==> config.mk <==
export PLATFORM = sky130hd
export DESIGN_NAME = div_top
export DESIGN_NICKNAME = d
export VERILOG_FILES = /design/src/rtl/div_pkg.sv /design/src/rtl/div_core.sv /design/src/rtl/div_top.sv
export SDC_FILE = /design/constraint.sdc
export NUM_CORES = 1
export LEC_CHECK = 0
export CORE_MARGIN = 2
export CORE_UTILIZATION = 45
export CTS_CLUSTER_DIAMETER = 150
export DETAILED_ROUTE_END_ITERATION = 12
export SLEW_MARGIN = 20
export SYNTH_ARGS = -nofsm -noshare
export SYNTH_HDL_FRONTEND = slang
export SYNTH_HIERARCHICAL = 1
export SYNTH_SLANG_ARGS = --single-unit
==> constraint.sdc <==
create_clock -name i_clk -period 9.4 [get_ports i_clk]
set_clock_uncertainty 0.1 [all_clocks]
set_input_delay 1.88 -clock i_clk [delete_from_list [all_inputs] [get_ports i_clk]]
set_output_delay 1.88 -clock i_clk [all_outputs]
set_load 0.01 [all_outputs]
==> src/rtl/div_pkg.sv <==
// Shared definitions for the RV32M divide unit.
// funct3 codes for the divide group and the operation decode helper.
package div_pkg;

  localparam int XLEN = 32;

  localparam logic [2:0] F3_DIV  = 3'b100;
  localparam logic [2:0] F3_DIVU = 3'b101;
  localparam logic [2:0] F3_REM  = 3'b110;
  localparam logic [2:0] F3_REMU = 3'b111;

  typedef struct packed {
    logic sgn;
    logic rem;
  } div_op_t;

  // MUL-group codes fall through as DIVU
  function automatic div_op_t div_decode(
    input logic [2:0] f3
  );
    div_op_t op;
    op.sgn = (f3 == F3_DIV) || (f3 == F3_REM);
    op.rem = (f3 == F3_REM) || (f3 == F3_REMU);
    return op;
  endfunction

endpackage

==> src/rtl/div_core.sv <==
// Unsigned restoring divide datapath.
// One quotient bit per step; remainder/quotient/counter registers.
module div_core
  import div_pkg::*;
#(
  parameter int DATA_W = XLEN
) (
  input  logic              i_clk,
  input  logic              i_rst,
  input  logic              i_load,
  input  logic              i_step,
  input  logic [DATA_W-1:0] i_dividend,
  input  logic [DATA_W-1:0] i_divisor,
  output logic [DATA_W-1:0] o_quo,
  output logic [DATA_W-1:0] o_rem,
  output logic              o_last
);

  localparam int CW = $clog2(DATA_W);

  logic [CW-1:0]     cnt;
  logic [DATA_W:0]   sh;
  logic              ge;
  logic [DATA_W-1:0] diff;

  assign sh     = {o_rem, o_quo[DATA_W-1]};
  assign ge     = sh >= {1'b0, i_divisor};
  assign diff   = sh[DATA_W-1:0] - i_divisor;
  assign o_last = (cnt == CW'(DATA_W-1));

  // load operands, then shift/subtract one bit per step
  always_ff @(posedge i_clk) begin
    if (i_rst) begin
      o_rem <= '0;
      o_quo <= '0;
      cnt   <= '0;
    end else if (i_load) begin
      o_rem <= '0;
      o_quo <= i_dividend;
      cnt   <= '0;
    end else if (i_step) begin
      o_rem <= ge ? diff : sh[DATA_W-1:0];
      o_quo <= {o_quo[DATA_W-2:0], ge};
      cnt   <= cnt + CW'(1);
    end
  end

endmodule

==> src/rtl/div_top.sv <==
// RV32M DIV/DIVU/REM/REMU unit: sign handling, special cases, FSM.
// Optional early-out for |a| < |b| under `define DIV_EARLY_OUT_EN.
module div_top
  import div_pkg::*;
#(
  parameter int DATA_W = XLEN
) (
  input  logic              i_clk,
  input  logic              i_rst,
  input  logic              i_start,
  input  logic [2:0]        i_f3,
  input  logic [DATA_W-1:0] i_rs1,
  input  logic [DATA_W-1:0] i_rs2,
  output logic              o_busy,
  output logic              o_done,
  output logic [DATA_W-1:0] o_res
);

  typedef enum logic [2:0] {
    S_IDLE,
    S_PREP,
    S_BUSY,
    S_FIX,
    S_DONE
  } state_t;

  localparam logic [DATA_W-1:0] MIN_NEG = {1'b1, {(DATA_W-1){1'b0}}};

  state_t            state;
  state_t            state_d;
  logic [DATA_W-1:0] a_q;
  logic [DATA_W-1:0] b_q;
  div_op_t           op_q;
  logic              accept;
  logic              load;
  logic              step;
  logic              res_we;
  logic [DATA_W-1:0] res_d;
  logic [DATA_W-1:0] quo;
  logic [DATA_W-1:0] rem;
  logic              last;
  logic              sa;
  logic              sb;
  logic [DATA_W-1:0] a_mag;
  logic [DATA_W-1:0] b_mag;
  logic              b_zero;
  logic              ovf;
  logic              early;
  logic              special;
  logic [DATA_W-1:0] spec_res;
  logic [DATA_W-1:0] q_fix;
  logic [DATA_W-1:0] r_fix;

  assign accept = i_start &&
                  (state == S_IDLE || state == S_DONE);
  assign o_busy = (state == S_PREP) ||
                  (state == S_BUSY) ||
                  (state == S_FIX);
  assign o_done = (state == S_DONE);

  assign sa    = op_q.sgn & a_q[DATA_W-1];
  assign sb    = op_q.sgn & b_q[DATA_W-1];
  assign a_mag = sa ? -a_q : a_q;
  assign b_mag = sb ? -b_q : b_q;

  assign b_zero = (b_q == '0);
  assign ovf    = op_q.sgn && (a_q == MIN_NEG) && (b_q == '1);
`ifdef DIV_EARLY_OUT_EN
  assign early  = !b_zero && (a_mag < b_mag);
`else
  assign early  = 1'b0;
`endif
  assign special = b_zero | ovf | early;

  assign q_fix = (sa ^ sb) ? -quo : quo;
  assign r_fix = sa ? -rem : rem;

  // short-circuit results for zero divisor, overflow, early-out
  always_comb begin
    spec_res = '0;
    unique case (1'b1)
      b_zero:  spec_res = op_q.rem ? a_q : '1;
      ovf:     spec_res = op_q.rem ? '0 : a_q;
      default: spec_res = op_q.rem ? a_q : '0;
    endcase
  end

  div_core #(
    .DATA_W(DATA_W)
  ) u_core (
    .i_clk     (i_clk),
    .i_rst     (i_rst),
    .i_load    (load),
    .i_step    (step),
    .i_dividend(a_mag),
    .i_divisor (b_mag),
    .o_quo     (quo),
    .o_rem     (rem),
    .o_last    (last)
  );

  // next-state and datapath controls
  always_comb begin
    state_d = state;
    load    = 1'b0;
    step    = 1'b0;
    res_we  = 1'b0;
    res_d   = spec_res;
    unique case (state)
      S_IDLE: begin
        if (i_start) state_d = S_PREP;
      end
      S_PREP: begin
        if (special) begin
          res_we  = 1'b1;
          state_d = S_DONE;
        end else begin
          load    = 1'b1;
          state_d = S_BUSY;
        end
      end
      S_BUSY: begin
        step = 1'b1;
        if (last) state_d = S_FIX;
      end
      S_FIX: begin
        res_we  = 1'b1;
        res_d   = op_q.rem ? r_fix : q_fix;
        state_d = S_DONE;
      end
      S_DONE: begin
        state_d = i_start ? S_PREP : S_IDLE;
      end
      default: state_d = S_IDLE;
    endcase
  end

  // state, captured operands and result register
  always_ff @(posedge i_clk) begin
    if (i_rst) begin
      state <= S_IDLE;
      a_q   <= '0;
      b_q   <= '0;
      op_q  <= '0;
      o_res <= '0;
    end else begin
      state <= state_d;
      if (accept) begin
        a_q  <= i_rs1;
        b_q  <= i_rs2;
        op_q <= div_decode(i_f3);
      end
      if (res_we) o_res <= res_d;
    end
  end

endmodule

# Yosys cells after proc, flatten, opt, wreduce, memory -nomap -nowiden
# Index checks and enable logic that the tools add are counted.
# word_totals
wordCells,68
in_bits,70
register_bits,170
out_inout_bits,34
# op_classes
muxes,23
magnitude_cmp,1
addsub,6
eq_ne,12
n_reduce_logical,13
bitwise,4
# ops
cell,n
32-bit two-way mux,12
32-bit negation,4
32-bit == test (second input constant),2
32-bit one-hot mux with 2 select lines,1
33-bit by 32-bit greater-or-equal comparator with 1-bit output,1
32-bit zero test,1
32-bit subtractor,1
3-bit one-hot mux with 5 select lines,1
3-bit == test (second input constant),4
3-bit two-way mux,3
3-bit by 2-bit == test with 1-bit output (second input constant),2
5-bit by 1-bit adder with 5-bit output (second input constant),1
5-bit == test (second input constant),1
1-bit logical OR,5
1-bit two-way mux,5
2-bit != test (second input constant),2
3-bit by 1-bit == test with 1-bit output (second input constant),1
1-bit logical AND,3
3-bit zero test,1
1-bit bitwise AND,2
1-bit one-hot mux with 2 select lines,1
2-bit AND reduction,1
2-bit nonzero test,1
2-bit OR reduction,1
other kinds (2),2

# Depth between registers and ports, before layout
# Gate-level depths: netlist of the first run.
# depth
depth_word,7
ltp_mapped,21
depth_no_buf,17

# Modules after synthesis
# The synthesis of the first run kept the hierarchy.
# by_module_without_submodules
mod,area_each_um2,cells_per_inst,instances,seq_area_each_um2
div_top,7138.1,990,1,2021.9
div_core,5138.7,689,1,1381.3

# Least setup slack after synthesis of the first run
# Ideal clock, no wire load.
# synth_timing
path_type,register -> register
startpoint,register b_q[6]
endpoint,register u_core.o_rem[28]
period_less_slack_ns,4.236
n_path_buf,4
stages_incl_launch_ff,21
setup_time_ns,0.123
setup_slack_ns,5.164
t_required_ns,9.177
t_arrival_ns,4.013
cell_sequence,dfxtp_1 -> clkbuf_1 -> or4_1 -> or3_1 -> nor3_1 -> nand2b_1 -> o41ai_1 -> xnor2_1 -> inv_1 -> ha_1 -> buf_2 -> nand4_2 -> nor4_1 -> a31oi_1 -> o21ai_1 -> a21o_1 -> nor2_2 -> buf_6 -> buf_6 -> a41oi_1 -> o21ai_1
# synth_via
word_cells_on_any_way,12
cone_classes,2 x add/sub; 1 x order compare; 1 x eq/ne; 4 x mux; 1 x bitwise; 3 x reduce/logical
# synth_lines
item,line_no,source
from (decl),div_top.sv:32,logic [DATA_W-1:0] b_q;
from (signal assigned),div_top.sv:150,b_q <= i_rs2;
32-bit negation *,div_top.sv:64,assign b_mag = sb ? -b_q : b_q;
32-bit two-way mux *,div_top.sv:64,
net b_mag[25],div_top.sv:45,logic [DATA_W-1:0] b_mag;
32-bit subtractor / 33-bit by 32-bit greater-or-equal comparator with 1-bit output (equally long branches),"div_core.sv:28, div_core.sv:27",
32-bit two-way mux *,div_core.sv:42,o_rem <= ge ? diff : sh[DATA_W-1:0];
to (signal assigned),div_core.sv:42,
to (decl),div_core.sv:15,"output logic [DATA_W-1:0] o_rem,"
# Mark *: on every way through the listed nets, which the timed path passes. The rest lies on a longest branch.
# A chain may end at the register's enable or synchronous reset.

# Worst setup path in the final report of the first run
# layout_timing
startpoint,register b_q[6]
endpoint,register u_core.o_rem[26]
# The elaborated chain is that of the path after synthesis.

==> key figures, run 1 <==
STA
  – Setup-failing EPs final: 0
  – Fmax: approximately 0.20 GHz
  – Tmin final: just over 5000 ps
  – Total negative setup slack: 0 ps
  – Final Hold Viols: 0
  – RSZ-0062 raised after global routing: no
  – Setup WS post-layout: roughly 4400 ps
  – Worst rel slew slack: between 30 and 40%
  – Slew Limit Fails: 0
  – Final Cycle Share: a little over half
  – Slew @ Worst Pin: between 900 and 1000 ps

Placement
  – HPWL after DPL: between 20000 and 30000 um
  – DP Worst Slack: 4530 ps
  – PortBufs: between 100 and 150
  – Gp weighted congestion: between 0.9 and 1

Floorplan
  – Io pins: ~100
  – Height of the die: ~170 um
  – Core ar.: approximately 27000 um^2
  – Initial Utilization: between 40 and 50%
  – Die X: between 150 and 200 um
  – Die ar.: roughly 29000 um^2
  – Num rows: 60

Clocking
  – CTS tree: built
  – Inserted Clock Buffers: 17
  – Clock-pin slew on the worst setup and hold paths: 80 ps
  – Max clock buf depth: 2
  – Hold_buf cts: 0
  – Postcts setup bufs: 0
  – Worst skew pair latency: ~450 ps
  – Clock root buffer: clkbuf_16
  – Htree depth: 4
  – # clock sinks: 170
  – Resize count post-CTS: 0

Route
  – Via count: between 10000 and 15000
  – Vias/cell: just under 6
  – DR DRC count: 0
  – DRT Wirelength: about 41000 um
  – ANT nets after route: 0
  – Iter 0 DRT Violations: between 1000 and 1500
  – Wire length per cell: 19.7 um
  – DRT Pass-1 Iters: 5

Yosys
  – FFs w/ async S/R, synth: 0%
  – Synth cell types: 80
  – Ys flop type: dfxtp_1
  – Post-synth EDFFs: 0
  – Avg Inst Size Synth: between 7 and 8 um^2
  – Post-Synthesis Cells: roughly 1700
  – Mapped Area: 12300 um^2
  – Syn. warnings: 6
  – Yosys reg bits: 170
  – Syn nets: between 1500 and 2000
  – Post-synthesis sequential area ratio: 27.7%

Status
  – Status: completed

Final layout
  – Fraction of layout cells with a size suffix above 1: between 5 and 6%
  – Diode count: 0
  – Layout net count: roughly 1800
  – Most common cell after layout, fill and taps aside: nand2_1
  – Area grow syn2layout: 13.8%
  – Most frequent cells in the layout: 234 x nand2_1, 194 x nor2_1, 177 x a21oi_1, 170 x dfxtp_1, 102 x clkdlybuf4s50_1

Power and ir drop
  – Comb pwr share: around 33%
  – Leak: approximately 5.4 nW
  – Sw Share: about two fifths
  – Pint: between 0.001 and 0.0015 W
  – Clk pwr share: 31.3%
  – Max VDD drop: between 0.0001 and 0.00015 V
  – Power per cell area: between 150 and 200 nW/um^2
  – Seq pwr share: approximately 36%
  – Net Switching: 0.000893 W

Job
  – Max capacitance violation total: 0

Global routing
  – Grt ovf: 0
  – Vias in the first global route: roughly 11000
  – First-pass GRT wire length: 64100 um
  – Largest net degree at the start of global routing: slightly above 80
  – Tot GR Track Use: 28.4%
  – Initial antenna violation count: 0

Worst setup path
  – Crit path required time: a little under 10000 ps
  – CP max-delay cell: or4_1
  – Critical Path AT: between 5000 and 6000 ps
  – CP max stage delay: roughly 560 ps
  – CP Max Fanout: 27
  – Ordered list of cells on the worst path: or4_1 -> or3_1 -> nor3_1 -> nand2b_1 -> o41ai_1 -> xnor2_1 -> inv_1 -> ha_1 -> nand4_2 -> nor4_1 -> a31oi_1 -> o21ai_1 -> a21oi_2 -> nand2_2 -> nand3_1 -> o211ai_1
  – CP Capture Type: flop
  – Critical path class: flop to flop
  – CP startpoint kind: flop

Hold path
  – Hold Path Class: flop to flop
## registers in the layout, summed over array words and instances (netlist names)
name          cells
a_q              32
b_q              32
o_res            32
op_q              2
state             3
u_core/cnt        5
u_core/o_quo     32
u_core/o_rem     32
## logic make-up (layout without fill, tap and decap cells)
group	Yosys count	after routing	share of synthesized area (%)
AND/OR/NAND/NOR	669	669	25.3
AO/OA/AOI/OAI	459	459	23.8
flip-flops	170	170	27.7
buffers and inverters	165	209	5.67
XOR/XNOR	132	132	9.42
multiplexers	44	44	3.92
adder cells (fa/ha/maj)	40	40	4.14
## power by group through the flow
stage / clock network [W] / logic, W / registers (W)
5_1_grt: 0.000754 / 0.000814 / 0.000829
3_5_place_dp: 0 / 0.000723 / 0.000839
6_report: 0.000711 / 0.000741 / 0.000823
4_1_cts: 0.000728 / 0.000727 / 0.000822
3_3_place_gp: 0 / 0.000717 / 0.000838
2_1_floorplan: 0 / 0.000552 / 0.000809
## critical path: cells and delay by family (launching register included)
| kind | cells | cell delay [ps] |
|---|---|---|
| AND/OR/NAND/NOR | 8 | 2760 |
| XOR/XNOR | 1 | 160 |
| buffers and inverters | 1 | 60 |
| AO/OA/AOI/OAI | 5 | 1020 |
| flip-flops | 1 | 380 |
| adder cells (fa/ha/maj) | 1 | 470 |
## synth_stat cells (12+ instances only)
master    number  share of area (%)
mux2i_1       38                3.1
or3_1         18               0.92
a21o_1        17                1.0
nor3_1        48                2.0
a31oi_1       32                1.6
nand2_1      235                7.2
and3_1        15               0.76
nand2b_1      15               0.76
xnor2_1       68                4.9
xor2_1        64                4.6
nand4_1       18               0.92
dfxtp_1      170                 28
nand3_1       29                1.2
a21oi_1      177                7.2
clkbuf_1      79                2.4
inv_1         59                1.8
or4_1         12               0.73
o21ai_0       65                2.6
and2_1        13               0.66
a311oi_1      18                1.3
a22oi_1       14               0.86
nor2_1       194                5.9
ha_1          39                4.0
nor4_1        30                1.5
o31ai_1       16               0.98
o41ai_1       14                1.0
## layer usage
metal,up-vias,GRT usage [%],share of wire [%]
li1,6035,-,-
met1,5734,41.3,47
met2,453,42.2,42
met3,49,5.81,7.5
met4,0,8.62,2.7
met5,-,0,0
## final timing paths
kind / startpoint / end / cells after the start / slack (ps)
max: b_q[6]$_SDFFE_PP0P_ / u_core/o_rem[26]$_SDFFE_PP0P_ / 16 / 4370
min: o_res[25]$_SDFFE_PP0P_ / o_res[25]$_SDFFE_PP0P_ / 2 / 370
max reg2reg: b_q[6]$_SDFFE_PP0P_ / u_core/o_rem[26]$_SDFFE_PP0P_ / 16 / 4370
min reg2reg: o_res[25]$_SDFFE_PP0P_ / o_res[25]$_SDFFE_PP0P_ / 2 / 370
## through the flow
step | cells | hold slack, ps | cell area, um^2 | power, W | util, %
after floorplan | 1679 | 364 | 12300 | 0.00136 | -
after global placement | 2033 | 357 | 13400 | 0.00156 | 49.8
after detailed placement | 2033 | 352 | 13400 | 0.00156 | 49.8
after CTS | 2064 | 378 | 14000 | 0.00228 | 52.0
after global routing | 2064 | 398 | 14000 | 0.00240 | 52.0
final | 2064 | 372 | 14000 | 0.00228 | 52.0
## cell type report
type	instances	area [um^2]
clock buffers	17	425
clock inverters	14	150
fillers	2711	12900
inverters	59	221
multi-input cells	1344	8200
flip-flops and latches	170	3400
well taps	341	427
repair buffers	119	1150
Power figures use the tool's default switching activity.
==> run 2, diff against run 1 <==
clock period = 5.1 ns   (was 9.4 ns; I/O delays follow)
==> run 2 against run 1 <==
Against the previous run: non-clock buffer count grew 20; critical path depth unchanged; core utilization is 0.63 points higher; global-route usage grew 0.71 points; die area unchanged; routed wire length is 3.0% higher; first-iteration DRC count up 14%.
==> key figures, run 2 (same netlist as run 1, synthesis figures left out) <==
Status
  – Status: completed

Global routing
  – Initial antenna violation count: 0
  – First-pass GRT wire length: about 66000 um
  – Tot GR Track Use: slightly below 30%
  – Grt ovf: 0
  – Largest net degree at the start of global routing: 63
  – Vias in the first global route: roughly 11000

Power and ir drop
  – Max VDD drop: between 0.0002 and 0.00025 V
  – Power per cell area: 301 nW/um^2
  – Leak: roughly 5.5 nW

Route
  – Iter 0 DRT Violations: 1178
  – Vias/cell: roughly 6.0
  – Highest metal used: met4
  – Wire length per cell: 20.0 um
  – ANT nets after route: 0
  – Met3 routed WL: around 2700 um
  – DR DRC count: 0
  – DRT Wirelength: around 42000 um
  – WL met2: about 18000 um
  – DRT Pass-1 Iters: 5
  – Post-Route M1 WL: just under 20000 um
  – Via count: about 13000

Clocking
  – Inserted Clock Buffers: 17
  – CTS tree: built
  – Clock-pin slew on the worst setup and hold paths: 80 ps
  – Hold_buf cts: 0
  – Max clock buf depth: 2
  – Worst skew pair latency: ~450 ps
  – Clock root buffer: clkbuf_16
  – # clock sinks: 170
  – Htree depth: 4

Final layout
  – Final core utilization: between 50% and 60%
  – Layout net count: between 1500 and 2000
  – Fraction of layout cells with a size suffix above 1: between 6 and 7%
  – Most common cell after layout, fill and taps aside: nand2_1
  – Diode count: 0
  – Final Instance Area: approximately 14000 um^2
  – Area grow syn2layout: 15.2%
  – Most frequent cells in the layout: 234 x nand2_1, 194 x nor2_1, 177 x a21oi_1, 170 x dfxtp_1, 102 x clkdlybuf4s50_1

Worst setup path
  – Critical path class: flop to flop
  – R2r startpoint: b_q[13]$_SDFFE_PP0P_
  – Critical Path AT: between 5000 and 6000 ps
  – FF-to-FF setup slack: between 200 and 300 ps
  – CP Capture Type: flop
  – FF-to-FF path depth: 16
  – Crit path capture: u_core/o_rem[25]$_SDFFE_PP0P_
  – RR Endpoint: u_core/o_rem[25]$_SDFFE_PP0P_
  – CP Max Fanout: 11
  – Crit path required time: about 5300 ps
  – Crit path launch: b_q[13]$_SDFFE_PP0P_
  – CP startpoint kind: flop

Floorplan
  – Initial Utilization: roughly 46%
  – Die ar.: about 29000 um^2
  – Die X: between 150 and 200 um
  – Core ar.: about 27000 um^2
  – Height of the die: roughly 170 um
  – Num rows: 60
  – Io pins: between 100 and 150

Job
  – Max capacitance violation total: 0

STA
  – Final Hold Viols: 0
  – Fmax: about 0.21 GHz
  – Tmin final: approximately 4800 ps
  – Setup WS post-layout: between 200 and 300 ps
  – Slew Limit Fails: 0
  – Slew @ Worst Pin: between 1000 and 1500 ps
  – Final Cycle Share: 94.4%
  – Setup-failing EPs final: 0
  – Total negative setup slack: 0 ps
  – Worst rel slew slack: about a third

Hold path
  – Hold Path Class: flop to flop

Placement
  – HPWL after DPL: around 30000 um
  – PortBufs: ~100
  – DP Worst Slack: roughly 120 ps
  – Gp weighted congestion: roughly 0.95
  – DP Area: approximately 14000 um^2
[run 2: repair_timing]
item                                    in CTS  in global routing
endpoints found under the setup margin       0                 26
gates resized for setup                      0                  2
setup buffers                                0                  0
[run 2: area by class of cell]
cell class	count	area, um^2
clock buffer	18	439
clock inverter	14	150
fill	2710	12700
inverter	59	221
multi-input combinational	1344	8200
sequential	170	3400
tap	341	427
timing repair buffer	139	1300
[run 2: power breakdown]
| part | switching [W] | internal (W) |
|---|---|---|
| sequential | 0.000123 | 0.00139 |
| clock | 0.000663 | 0.000669 |
| combinational | 0.000882 | 0.000532 |
| total | 0.00167 | 0.00259 |
[run 2: how the worst min path moves through the flow]
| stage | startpoint | to | slack [ps] | depth (start not counted) |
|---|---|---|---|---|
| after floorplan | b_q[29]$_SDFFE_PP0P_ | b_q[29]$_SDFFE_PP0P_ | 360 | 2 |
| after CTS | o_res[25]$_SDFFE_PP0P_ | o_res[25]$_SDFFE_PP0P_ | 380 | 2 |
| after global placement | o_res[10]$_SDFFE_PP0P_ | o_res[10]$_SDFFE_PP0P_ | 360 | 2 |
| after global routing | o_res[28]$_SDFFE_PP0P_ | o_res[28]$_SDFFE_PP0P_ | 390 | 2 |
| final | o_res[25]$_SDFFE_PP0P_ | o_res[25]$_SDFFE_PP0P_ | 370 | 2 |
| after detailed placement | o_res[28]$_SDFFE_PP0P_ | o_res[28]$_SDFFE_PP0P_ | 350 | 2 |
[run 2: through the flow]
stage	total power [W]	std cells	hold slack, ps
after floorplan	0.00251	1679	364
after global placement	0.00291	2053	357
after detailed placement	0.00292	2053	347
after CTS	0.00425	2085	378
after global routing	0.00449	2085	391
final	0.00426	2085	374
[run 2: worst max-delay path, cell delays in order, from the launching register on]
cell,delay [ps]
dfxtp_1,380
or4_1,590
or3_1,360
or3_1,480
o21a_1,220
xor2_1,120
inv_1,60
ha_1,460
nand4_2,240
nor4_1,330
a31oi_1,130
o21ai_1,200
a21oi_2,110
nand2_2,290
buf_4,240
nand2_1,70
a311oi_1,310
[run 2: layer usage]
metal,GRT usage (%),vias up
met2,44.7,465
met3,4.27,43
met5,0,-
li1,-,6079
met1,42.8,5929
met4,7.36,0
